**src/rtl/time_display_scan.sv**
```systemverilog
// Six-digit multiplexed 7-segment scanner for HH:MM:SS with an expiry FSM.
// Optional display blanking while expired is built in with BLINK_ON_EXPIRE_EN.
module time_display_scan #(
   parameter int SCAN_DIV  = 50000,
   parameter int BLINK_DIV = 25000000
) (
   input  logic       clk,
   input  logic       reset_n,
   input  logic [5:0] hours,
   input  logic [5:0] mins,
   input  logic [5:0] secs,
   input  logic       running,
   output logic [6:0] seg,
   output logic [5:0] an,
   output logic       expired
);

   // state   | meaning
   // IDLE    | countdown stopped or never started
   // ARMED   | countdown running with a nonzero time
   // EXPIRED | countdown reached 0:0:0 while armed
   typedef enum logic [1:0] {
      IDLE    = 2'd0,
      ARMED   = 2'd1,
      EXPIRED = 2'd2
   } state_t;

   localparam int SCAN_W = (SCAN_DIV > 1) ? $clog2(SCAN_DIV) : 1;
   localparam logic [SCAN_W-1:0] SCAN_LAST = SCAN_W'(SCAN_DIV - 1);

   localparam logic [6:0] SEG_DASH  = 7'b0111111;
   localparam logic [6:0] SEG_BLANK = 7'b1111111;
   localparam logic [5:0] AN_OFF    = 6'b111111;

   state_t            state;
   state_t            state_next;
   logic [SCAN_W-1:0] scan_cnt;
   logic [2:0]        digit_idx;
   logic [5:0]        snap_h;
   logic [5:0]        snap_m;
   logic [5:0]        snap_s;
   logic              scan_tc;
   logic              any_nonzero;
   logic              blank;
   logic [6:0]        seg_next;
   logic [5:0]        an_next;

   function automatic logic [6:0] dec_digit(input logic [5:0] d);
      logic [6:0] s;
      case (d)
         6'd0:    s = 7'b1000000;
         6'd1:    s = 7'b1111001;
         6'd2:    s = 7'b0100100;
         6'd3:    s = 7'b0110000;
         6'd4:    s = 7'b0011001;
         6'd5:    s = 7'b0010010;
         6'd6:    s = 7'b0000010;
         6'd7:    s = 7'b1111000;
         6'd8:    s = 7'b0000000;
         6'd9:    s = 7'b0010000;
         default: s = SEG_DASH;
      endcase
      return s;
   endfunction

   // Out-of-range fields (60..63) show a dash on both of their digits.
   function automatic logic [6:0] field_seg(input logic [5:0] v, input logic tens_sel);
      logic [5:0] tens;
      logic [5:0] ones;
      tens = v / 6'd10;
      ones = v % 6'd10;
      if (v > 6'd59) begin
         return SEG_DASH;
      end
      return dec_digit(tens_sel ? tens : ones);
   endfunction

   assign scan_tc     = (scan_cnt == SCAN_LAST);
   assign any_nonzero = |{hours, mins, secs};

   always_ff @(posedge clk) begin
      if (!reset_n) begin
         scan_cnt  <= '0;
         digit_idx <= 3'd0;
      end else if (scan_tc) begin
         scan_cnt  <= '0;
         digit_idx <= (digit_idx == 3'd5) ? 3'd0 : digit_idx + 3'd1;
      end else begin
         scan_cnt  <= scan_cnt + SCAN_W'(1);
      end
   end

   // Snapshot only at the 5->0 wrap so one scan never mixes two times.
   always_ff @(posedge clk) begin
      if (!reset_n) begin
         snap_h <= 6'd0;
         snap_m <= 6'd0;
         snap_s <= 6'd0;
      end else if (scan_tc && digit_idx == 3'd5) begin
         snap_h <= hours;
         snap_m <= mins;
         snap_s <= secs;
      end
   end

   always_ff @(posedge clk) begin
      if (!reset_n) begin
         state <= IDLE;
      end else begin
         state <= state_next;
      end
   end

   // An all-zero time in ARMED expires even if running drops on the same cycle.
   always_comb begin
      state_next = state;
      case (state)
         IDLE: begin
            if (running && any_nonzero) begin
               state_next = ARMED;
            end
         end
         ARMED: begin
            if (!any_nonzero) begin
               state_next = EXPIRED;
            end else if (!running) begin
               state_next = IDLE;
            end
         end
         EXPIRED: begin
            if (any_nonzero) begin
               state_next = IDLE;
            end
         end
         default: state_next = IDLE;
      endcase
   end

`ifdef BLINK_ON_EXPIRE_EN
   localparam int BLINK_W = (BLINK_DIV > 1) ? $clog2(BLINK_DIV) : 1;
   localparam logic [BLINK_W-1:0] BLINK_LAST = BLINK_W'(BLINK_DIV - 1);

   logic [BLINK_W-1:0] blink_cnt;
   logic               blink_phase;

   // Counting starts the cycle after entry and clears on the exit edge.
   always_ff @(posedge clk) begin
      if (!reset_n) begin
         blink_cnt   <= '0;
         blink_phase <= 1'b0;
      end else if (state != EXPIRED || state_next != EXPIRED) begin
         blink_cnt   <= '0;
         blink_phase <= 1'b0;
      end else if (blink_cnt == BLINK_LAST) begin
         blink_cnt   <= '0;
         blink_phase <= ~blink_phase;
      end else begin
         blink_cnt   <= blink_cnt + BLINK_W'(1);
      end
   end

   assign blank = (state == EXPIRED) && blink_phase;
`else
   // Without blinking the display never blanks; BLINK_DIV has no effect here.
   assign blank = (BLINK_DIV < 0);
`endif

   always_comb begin
      seg_next = SEG_BLANK;
      case (digit_idx)
         3'd0:    seg_next = field_seg(snap_s, 1'b0);
         3'd1:    seg_next = field_seg(snap_s, 1'b1);
         3'd2:    seg_next = field_seg(snap_m, 1'b0);
         3'd3:    seg_next = field_seg(snap_m, 1'b1);
         3'd4:    seg_next = field_seg(snap_h, 1'b0);
         3'd5:    seg_next = field_seg(snap_h, 1'b1);
         default: seg_next = SEG_BLANK;
      endcase
   end

   assign an_next = ~(6'b000001 << digit_idx);

   always_ff @(posedge clk) begin
      if (!reset_n) begin
         seg     <= SEG_BLANK;
         an      <= AN_OFF;
         expired <= 1'b0;
      end else begin
         seg     <= seg_next;
         an      <= blank ? AN_OFF : an_next;
         expired <= (state == EXPIRED);
      end
   end

endmodule
```
**config.mk**
```make
export PLATFORM = sky130hd
export DESIGN_NAME = time_display_scan
export DESIGN_NICKNAME = d
export VERILOG_FILES = /design/src/rtl/time_display_scan.sv
export SDC_FILE = /design/constraint.sdc
export NUM_CORES = 1
export LEC_CHECK = 0
export ABC_AREA = 1
export ABC_CLOCK_PERIOD_IN_PS = 8200
export CAP_MARGIN = 10
export CORE_UTILIZATION = 35
export CTS_CLUSTER_DIAMETER = 100
export DETAILED_ROUTE_END_ITERATION = 16
export SETUP_SLACK_MARGIN = 0.02
export SLEW_MARGIN = 0
export SYNTH_ARGS = -nofsm -noshare
export SYNTH_HDL_FRONTEND = slang
export SYNTH_SLANG_ARGS = --single-unit
```
**constraint.sdc**
```tcl
create_clock -name clk -period 8.2 [get_ports clk]
set_clock_uncertainty 0.2 [all_clocks]
set_input_delay 0.82 -clock clk [delete_from_list [all_inputs] [get_ports clk]]
set_output_delay 0.82 -clock clk [all_outputs]
set_load 0.02 [all_outputs]
```
Word-level counts from Yosys, hierarchy flattened
Memories as Yosys holds them, arrays and structs flattened.
Index checks and enable logic that the tools add are counted.
- bits in registers: 53
- bits in latches: 0
- bits in writable memories: 0
- bits in read-only memories: 672
- input port bits: 21
- memories: 6
- memories (name ; depth ; width ; read ports ; clocked after memory_dff ; write ports ; RTL line ; text):
    (name not given) ; 16 ; 7 ; 1 ; 0 ; 0 ; 50 ; case (d)
    (name not given) ; 16 ; 7 ; 1 ; 0 ; 0 ; 50 ;
    (name not given) ; 16 ; 7 ; 1 ; 0 ; 0 ; 50 ;
    (name not given) ; 16 ; 7 ; 1 ; 0 ; 0 ; 50 ;
    (name not given) ; 16 ; 7 ; 1 ; 0 ; 0 ; 50 ;
    (name not given) ; 16 ; 7 ; 1 ; 0 ; 0 ; 50 ;
- add/sub/neg operators: 2
- multiply operators: 0
- div/mod/pow operators: 6
- magnitude comparators: 3
- eq/ne operators: 11
- shifts and indexed selects: 1
- multiplexer cells: 31
- bitwise gates (word level): 2
- reduce and logical (&&, ||, !) cells: 13
- operators with widths (kind ; number):
    $mux 7 ; 15
    $pmux 7 s6 ; 1
    $div 6x4->6 const B ; 3
    $gt 6x6->1 const B ; 3
    $mod 6x4->6 const B ; 3
    $reduce_or 18->1 ; 1
    $add 16x1->16 const B ; 1
    $eq 16x16->1 const B ; 1
    $logic_not 2->1 ; 7
    $mux 1 ; 9
    $mux 2 ; 4
    $eq 3x2->1 const B ; 2
    $eq 3x3->1 const B ; 2
    $not 6->6 ; 1
    $pmux 2 s3 ; 1
    $shl 1x3->6 const A ; 1
    $ne 2x2->1 const B ; 2
    $add 3x1->3 const B ; 1
    $eq 3x1->1 const B ; 1
    $logic_not 3->1 ; 1
    $mux 3 ; 1
    $ne 3x3->1 const B ; 1
    $reduce_and 3->1 ; 1
    $eq 2x1->1 const B ; 1
    4 further kinds ; 5

Depth between registers and ports, before layout
- word-level depth: 5
- gate-level depth with buffers: 20

Least setup slack after synthesis
OpenSTA, ideal clock, no wires.
- kind: register to register
- start: reg snap_s[4]
- end: reg seg[3]
- data arrival time: 2452 ps
- data required time: 7874 ps
- slack: 5422 ps
- stages on the path, launching flop included: 18
- path buffers: 0
- period minus slack after synthesis: 2778 ps
- cells stage by stage: dfxtp_1 -> inv_1 -> ha_1 -> nand2_2 -> nand2_2 -> nand2_4 -> nand3_1 -> nand2_4 -> inv_2 -> nand2_4 -> nand3_4 -> ha_1 -> nor2_1 -> o21ai_0 -> nand4_1 -> or2_2 -> a21oi_1 -> nand4_1
- cells in the longest elaborated chain, start to end: 5
- RTL lines (what ; RTL line ; text):
    start: declaration ; 41 ; logic [5:0] snap_s;
    start signal: assignment ; 102 ; snap_s <= secs;
    $div 6x4->6, or another cell as far along ; 70 ; tens = v / 6'd10;
    $mem_v2 16x7, or another cell as far along ; -- ;
    $mux 7 / $mux 1 (equally long branches) ; 50, 170 ;
    $mux 7 ; 75 ; return dec_digit(tens_sel ? tens : ones);
    $pmux 7 s6 * ; 170 ; case (digit_idx)
    end signal: assignment ; 189 ; seg <= seg_next;
    end: declaration ; 13 ; output logic [6:0] seg,
Every way passes the cells marked *; elsewhere a longest branch is shown, timed or not. The select of a mux whose other input is x is not followed.
A chain may end at the register's enable or synchronous reset.

Final worst setup path
- start: reg digit_idx[2]
- end: reg snap_s[1]
- cells in the longest elaborated chain, start to end: 2
- RTL lines (what ; RTL line ; text):
    start: declaration ; 38 ; logic [2:0] digit_idx;
    start signal: assignment ; 87 ; digit_idx <= (digit_idx == 3'd5) ? 3'd0 : digit_idx + 3'd1;
    $eq 3x3->1 ; 99 ; end else if (scan_tc && digit_idx == 3'd5) begin
    $logic_and 1x1->1 ; 99 ;
No other way between the ends.

==> summary.txt <==
Multiplexer share of the synthesized area -> 0%
Final Critical Period -> 3.10 ns
XOR/XNOR Fraction of Synth Area -> 1.63%
Initial antenna violation count -> 0
Vias per cell -> 5.04
Die H -> 106 um
Worst slack, placed -> 4.81 ns
Clock latency on the worst-skew pair -> 0.31 ns
Final Hold Viols -> 0
Crit-path cells -> inv_1 -> nor3_1 -> nand2_1 -> o21ai_0 -> a21oi_1
Net count, final -> 648
Sink Count -> 53
Largest family of logic cells by synthesized area -> simple AND/OR/NAND/NOR gates
Endpoint class of the critical path -> register
Vias -> 3,698
Syn Nets -> 616
Compound-Gate Fraction of Synth Area -> 15.7%
TNS Setup -> 0 ns
P&R area growth vs syn -> 15.2%
Worst setup margin -> 5.10 ns
Max stage delay cell, worst path -> nand2_1
Max cap viols -> 0
DR iter-0 viols -> 195
Core Rows -> 37
Worst setup SP type -> register
Die Area -> 11,200 um^2
Req. time, crit path -> 8.17 ns
Clock Path Buffers -> 2
Commonest non-fill, non-tap cell in the layout -> nand2_1
Setup Viol. Count Final -> 0
Drc violations -> 0
CTS Root Cell -> clkbuf_8
Max incr delay on CP -> 0.88 ns
GRT Overall Usage -> 16.6%
Crit-path max FO -> 35
Worst-case vdd ir drop -> 0.0000617 V
# H-tree levels -> 2
Ports -> 35
Yosys reg bits -> 53
Least-Margin Pin Slew -> 1.04 ns
Synthesized cell area -> 3770 um^2
Post-Synth Adder-Cell Area -> 9.96%
CTS buffer count -> 5
Fin crit share -> 37.8%
Worst Path Class, Setup -> reg -> reg
CTS tree -> yes
Warnings, synthesis -> 0
Sequential area share after synthesis -> 28.2%
Max_slew headroom -> 30.4%
Hold WC Path Type -> reg -> reg
PD cells -> 106 nW/um^2
Hold_buf cts -> 0
Number of global-route vias before repair -> 3,368
WP data arrival -> 3.08 ns
I/O Buffers -> 34
Postcts setup bufs -> 0
Netlist cell types -> 37
Post-Route WL -> 9.19 mm
Die X -> 106 um
Maximum clock rate -> 322 MHz
Core area -> 10,400 um^2
Starting Density -> 36.3%
First-pass DRT Iterations -> 5
First-pass GRT wire length -> 15.2 mm
GPL Wtd Cong -> 0.873
Post-CTS Resized -> 0
Ant diodes -> 0
Synthesized instance count -> 565
Final Max Slew Viols -> 0
Simple-gate area share of the yosys netlist -> 36.0%
Outcome -> finished clean
CTS clock-pin slew for the worst setup and hold paths -> 0.11 ns
Layout cells sized above 1 -> 7.86%
Leak Pwr -> 0.00197 uW
Syn_area_per_cell -> 6.67 um^2
RSZ-0062 raised after global routing -> false
Grt total ovfl -> 0
FF-to-FF setup slack -> 5.10 ns
Final antenna-violating net count -> 0
Wire length per cell -> 12.5 um
Dpl hpwl -> 7.16 mm
Largest net degree at the start of global routing -> 36
Commonest non-fill, non-tap cells in the layout -> nand2_1 (112), inv_1 (70), dfxtp_1 (53)
## flip-flops by register name, summed over array words and instances, names as in the netlist
signal and count:
expired 1, snap_m 6, snap_s 6, seg 7, scan_cnt 16, state 2, an 6, snap_h 6
digit_idx 3
## cell usage after synthesis
cell        n  share of area (%)
nand2_1   112                 11
inv_1      70                7.0
dfxtp_1    53                 28
nand3_1    46                6.1
nor2_1     45                4.5
a21oi_1    44                5.8
o21ai_0    44                5.8
ha_1       30                 10
nand4_1    20                3.3
nor4_1     12                2.0
nand2_2    11                1.8
clkbuf_1    9               0.90
nor3_1      9                1.2
nand2_4     8                2.4
o21ai_1     7               0.93
xor2_1      7                1.6
inv_2       6               0.60
nand3b_1    4               0.80
nor2_2      3               0.50
or2_2       3               0.50
a211oi_1    2               0.40
a31oi_1     2               0.33
nor2_4      2               0.60
o21a_1      2               0.40
o22ai_1     2               0.33
a21boi_2    1               0.30
a21o_1      1               0.20
a21oi_2     1               0.23
and3_1      1               0.17
inv_4       1               0.17
nand3_2     1               0.27
nand3_4     1               0.46
nor3b_1     1               0.20
o211ai_1    1               0.20
o21ai_2     1               0.23
o21bai_1    1               0.20
o41ai_1     1               0.23
## where the power goes
group	internal (uW)	switching (uW)	total, uW
logic	16.5	15.2	31.7
registers	261	1.42	262
clock network	64.8	101	166
total	342	118	459
## worst paths after layout
kind	startpoint	endpoint	cells after the start
worst max-delay path	digit_idx[2]	snap_s[1]	5
worst min register to register	state[0]	expired	1
worst max register to register	digit_idx[2]	snap_s[1]	5
worst min-delay path	state[0]	expired	1
## final cells by class
class,instances,area [um^2]
clock buffers,5,68.8
multi-input cells,426,2380
flip-flops and latches,53,1060
clock inverters,3,28.8
well taps,136,170
inverters,77,292
repair buffers,34,340
fillers,1100,6030
## cells by family (layout without fill, tap and decap cells)
| family | after synthesis | after routing |
|---|---|---|
| buffers and inverters | 86 | 119 |
| AOI/OAI and AO/OA | 110 | 110 |
| xor gates and xnor gates | 7 | 7 |
| adders and majority gates | 30 | 30 |
| and+or+nand+nor | 279 | 279 |
| DFF | 53 | 53 |
## worst max-delay path, delay by kind of cell, from the launching register on
kind	cells	cell delay [ns]
and+or+nand+nor	2	1.69
AOI/OAI and AO/OA	2	0.55
DFF	1	0.41
buffers and inverters	1	0.11
## stage by stage
step | util (%) | total power (uW) | instances | area [um^2] | hold WS [ns]
after global placement | 40.9 | 299 | 726 | 4250 | 0.229
final | 41.9 | 459 | 734 | 4340 | 0.253
after floorplan | - | 282 | 565 | 3770 | 0.218
after detailed placement | 40.9 | 300 | 726 | 4250 | 0.238
after CTS | 41.9 | 468 | 734 | 4340 | 0.259
after global routing | 41.9 | 482 | 734 | 4340 | 0.281
## per-layer routing
metal	global-route usage, %	up-vias	part of all wire [%]
li1	-	1945	-
met1	21.2	1673	48
met2	29.7	76	48
met3	2.41	4	3.5
met4	2.68	0	0.29
met5	0	-	0
(Power assumes the default switching activity.)
